File: src/rtl/rr_grant_scheduler.sv
// rr_grant_scheduler: rotating-priority arbiter granting one of N requesters until release.
// Optional forced release after MAX_HOLD cycles when GRANT_TIMEOUT_EN is defined.
module rr_grant_scheduler #(
  parameter int N        = 8,
  parameter int IDW      = $clog2(N),
  parameter int MAX_HOLD = 16
) (
  input  logic           clk,
  input  logic           rst,
  input  logic [N-1:0]   req,
  input  logic           release_i,
  output logic [N-1:0]   grant,
  output logic [IDW-1:0] grant_id,
  output logic           grant_valid,
  output logic           none,
  output logic           timeout
);
  typedef enum logic {IDLE, GRANT} state_t;
  state_t         state_q;
  logic [N-1:0]   grant_q;
  logic [IDW-1:0] grant_id_q, ptr_q, pick_d, idx;
  logic           grant_valid_q, timeout_q, force_d, rel_d;
  // Scan from the highest offset down so the lowest offset from ptr wins.
  always_comb begin
    pick_d = '0;
    idx = '0;
    for (int i = N - 1; i >= 0; i--) begin
      idx = ptr_q + IDW'(i);
      if (req[idx]) pick_d = idx;
    end
  end
`ifdef GRANT_TIMEOUT_EN
  localparam int HW = $clog2(MAX_HOLD) + 1;
  logic [HW-1:0] hold_cnt_q;
  assign force_d = (state_q == GRANT) && (hold_cnt_q == HW'(MAX_HOLD - 1)) && !release_i && req[grant_id_q];
  always_ff @(posedge clk or posedge rst)
    if (rst) hold_cnt_q <= '0;
    else hold_cnt_q <= (state_q == GRANT) ? hold_cnt_q + 1'b1 : '0;
`else
  assign force_d = 1'b0;
`endif
  assign rel_d = release_i | ~req[grant_id_q] | force_d;
  always_ff @(posedge clk or posedge rst) begin
    if (rst) begin
      state_q       <= IDLE;
      grant_q       <= '0;
      grant_id_q    <= '0;
      grant_valid_q <= 1'b0;
      ptr_q         <= '0;
      timeout_q     <= 1'b0;
    end else begin
      timeout_q <= 1'b0;
      if (state_q == IDLE) begin
        if (|req) begin
          state_q       <= GRANT;
          grant_q       <= {{(N-1){1'b0}}, 1'b1} << pick_d;
          grant_id_q    <= pick_d;
          grant_valid_q <= 1'b1;
        end
      end else if (rel_d) begin
        state_q       <= IDLE;
        grant_q       <= '0;
        grant_valid_q <= 1'b0;
        ptr_q         <= grant_id_q + 1'b1;
        timeout_q     <= force_d;
      end
    end
  end
  assign grant       = grant_q;
  assign grant_id    = grant_id_q;
  assign grant_valid = grant_valid_q;
  assign none        = ~|req;
  assign timeout     = timeout_q;
endmodule

File: config.mk
export PLATFORM = sky130hd
export DESIGN_NAME = rr_grant_scheduler
export DESIGN_NICKNAME = d
export VERILOG_FILES = /design/src/rtl/rr_grant_scheduler.sv
export SDC_FILE = /design/constraint.sdc
export NUM_CORES = 1
export LEC_CHECK = 0
export CAP_MARGIN = 20
export CORE_UTILIZATION = 35
export CTS_BUF_LIST = sky130_fd_sc_hd__clkbuf_4
export DETAILED_ROUTE_END_ITERATION = 10
export SETUP_SLACK_MARGIN = 0.3
export SLEW_MARGIN = 0
export SYNTH_ARGS = -nofsm -noshare
export SYNTH_HDL_FRONTEND = slang
export SYNTH_SLANG_ARGS = --single-unit
File: constraint.sdc
create_clock -name clk -period 7.3 [get_ports clk]
set_input_delay 2.19 -clock clk [delete_from_list [all_inputs] [get_ports clk]]
set_output_delay 2.19 -clock clk [all_outputs]
set_load 0.005 [all_outputs]
==> metrics.yaml <==
run_status:
  status: "finished clean"
clock_tree:
  clk_latency_ps: 290
  ctsHoldBuffers: 0
  cts_buffers: 3
  cts_tree: "yes"
  postCtsSetupRepairBufs: 0
  cts.repair.resized: 0
  clock_sinks: 16
  clockBufferDepth: 2
  root_buffer: "clkbuf_4"
  htree_levels: 1
  clkTransAtPathRegs_ps: 90
detailed_routing:
  drt_iter0_markers: 64
  dr.pass1.iters: 4
  avgRoutedWirePerCell_um: 17.4
  routed_wl_um: 3680
  route.vias.total: 1304
  detail_route.vias_per_cell: 6.15
  antenna_left: 0
  drc_errors: 0
floorplanning:
  std_cell_rows: 23
  coreArea_mm2: 0.00412
  ioPinCount: 25
  initial_utilization: 0.375
  die-area_mm2: 0.00467
  fp.dieW_um: 68.4
  die_h_um: 68.4
global_routing:
  grt_util_all_layers: 0.173
  grt.overflow.total: 0
  grt_pass1_vias: 1249
  grt_max_degree: 17
  antenna_found_initial: 0
  grtUsageMet3: 0.0100
  use_met2: 0.301
  busiest_layer: "met2"
  use_met1: 0.234
  grt_pass1_wl_um: 6060
setup_path:
  crit_fanout: 8
  reg2regPathDepth: 9
  slowest_stage: "or4_1"
  worstSetupEndpointType: "output port"
  critPathLaunchType: "input pin"
  critPathArrivalTime_ps: 4140
  cp_cell_sequence: "clkdlybuf4s50_1, or4_1, nor2_1, clkdlybuf4s50_1"
  crit_type: "in2out"
  r2r_start: "ptr_q[0]"
  ff2ff_setup_slack_ps: 3290
  reg2reg_to: "grant[5]"
  max_stage_delay_ps: 580
  cp_data_required_time_ps: 5110
  path_common_cell: "clkdlybuf4s50_1"
min_path:
  holdPathStages: 1
  hp-start: "grant_valid"
  holdPathEnd: "grant_valid"
  hp-class: "reg2reg"
timing:
  setup_violations: 0
  fin_setup_tns_ps: 0
  slew_violations: 0
  grt_setup_unrepaired: "false"
  hold_violations: 0
  fmax_mhz: 158
  fin_crit_ps: 6330
  worstMarginPinSlew_ps: 820
  maxSlewHeadroom: 0.452
  period_share: 0.867
  fin_skew_ps: 4.16
cells_and_area:
  syn_to_final_growth_pct: 16.7
  multi_input_area_mm2: 0.00105
  fillerInstances: 401
  seq_area_um2: 400
  final_cell_area_mm2: 0.00180
  drive_gt1_frac: 0.160
  finalNonFillerCells: 212
  nets: 177
  diodes: 0
synthesis:
  seq_area_frac_synth: 0.260
  async_reset_ff_frac: 1.00
  yosysTopAreaCellShare: 0.260
  synthTopCellsByArea: "dfrtp_1 26%, mux4_2 16%, mux2_2 6.6%, a32o_1 5.2%, mux2i_1 5.2%"
  syn_avg_cell_area_um2: 10.7
  synth_largest_area_cell: "dfrtp_1"
  synth_nets: 158
  synth-edff-count: 0
  ys.flop_type: "dfrtp_1"
  yosys_warnings: 0
  synth-seq-cells: 16
  synth_common_cells: "16 x dfrtp_1, 11 x mux4_2, 11 x nor2_1"
  synth_cells: 144
  syn_area_mm2: 0.00154
  yosysMostFrequentCell: "dfrtp_1"
  synth.distinct_cells: 48
power_and_ir_drop:
  irDropWorstVdd_uv: 225
  p_per_area_mw_per_mm2: 551
  leakage_nw: 0.710
placed_design:
  placedInstanceArea_mm2: 0.00177
  place_congestion: 0.853
  io_buffers: 23
  place_inst: 208
  dpl.hpwl_um: 2740
flow_run:
  max-cap-violations: 0
==> report_power, final <==
| group | leakage [nW] | switching, mW | total, mW | internal (mW) |
|---|---|---|---|---|
| sequential | 0.201 | 0.0697 | 0.191 | 0.121 |
| clock | 0.0154 | 0.0277 | 0.0476 | 0.0199 |
| combinational | 0.494 | 0.376 | 0.753 | 0.377 |
| total | 0.710 | 0.473 | 0.991 | 0.518 |
==> layout by cell type, fill, tap and decap left out, types with 2 or more instances in the layout <==
cell type | Yosys | layout
mux2i_1 | 8 | 8
and2_1 | 2 | 2
o21bai_1 | 2 | 2
nand2_1 | 4 | 4
ha_1 | 3 | 3
nand3_1 | 3 | 3
clkdlybuf4s50_1 | 0 | 23
mux4_2 | 11 | 11
nor2b_1 | 4 | 4
a32o_1 | 8 | 8
clkinv_1 | 1 | 2
nor2_1 | 11 | 11
mux2_2 | 9 | 9
inv_1 | 6 | 6
mux4_1 | 2 | 2
xor2_1 | 4 | 4
or4_1 | 3 | 3
dfrtp_1 | 16 | 16
clkbuf_4 | 0 | 3
a21oi_1 | 7 | 7
o21ai_0 | 6 | 6
a221o_1 | 2 | 2
==> how the worst max path moves through the flow <==
stage / cells after the start / end / from
finish: 4 / none / req[6]
global route: 4 / none / req[7]
CTS: 4 / none / req[6]
detailed placement: 4 / none / req[6]
global placement: 4 / none / req[6]
floorplan: 2 / none / req[7]
==> worst max-delay path, delay by kind of cell <==
kind / cells / cell delay (ps)
buffers and inverters: 2 / 1110
AND/OR/NAND/NOR: 2 / 840
==> sequential cells by signal (all words and copies together), names as in the netlist <==
signal	count
grant	8
grant_id	3
grant_valid	1
ptr_q	3
state_q	1
==> through the flow <==
step / setup WS (ps) / hold WS (ps) / utilization / power [mW]
2_1_floorplan: 2170 / 474 / - / 0.788
3_3_place_gp: 1020 / 465 / 0.431 / 0.926
3_5_place_dp: 997 / 475 / 0.431 / 0.941
4_1_cts: 980 / 501 / 0.437 / 0.993
5_1_grt: 867 / 525 / 0.437 / 1.08
6_report: 972 / 498 / 0.437 / 0.991
==> logic make-up (layout without fill, tap and decap cells) <==
| group | Yosys count | count (layout) | synth area share |
|---|---|---|---|
| XOR/XNOR | 4 | 4 | 0.0227 |
| other | 1 | 1 | 0.00243 |
| AO/OA/AOI/OAI | 37 | 37 | 0.182 |
| buffers and inverters | 16 | 34 | 0.0568 |
| multiplexers | 31 | 31 | 0.322 |
| flip-flops | 16 | 16 | 0.260 |
| AND/OR/NAND/NOR | 36 | 36 | 0.130 |
| adder cells (fa/ha/maj) | 3 | 3 | 0.0244 |
==> cell type report <==
type,count,share of cell area
multi-input cells,112,0.586
well taps,50,0.0348
clock inverters,1,0.00209
repair buffers,23,0.128
flip-flops and latches,16,0.223
inverters,7,0.0146
clock buffers,3,0.0125
==> layer usage <==
metal | vias to the layer above | routed length, µm
met4 | 0 | 34
met5 | - | 0
met2 | 32 | 1840
met3 | 5 | 117
li1 | 607 | -
met1 | 660 | 1680
Note: power is estimated with default switching activity, not from simulation.
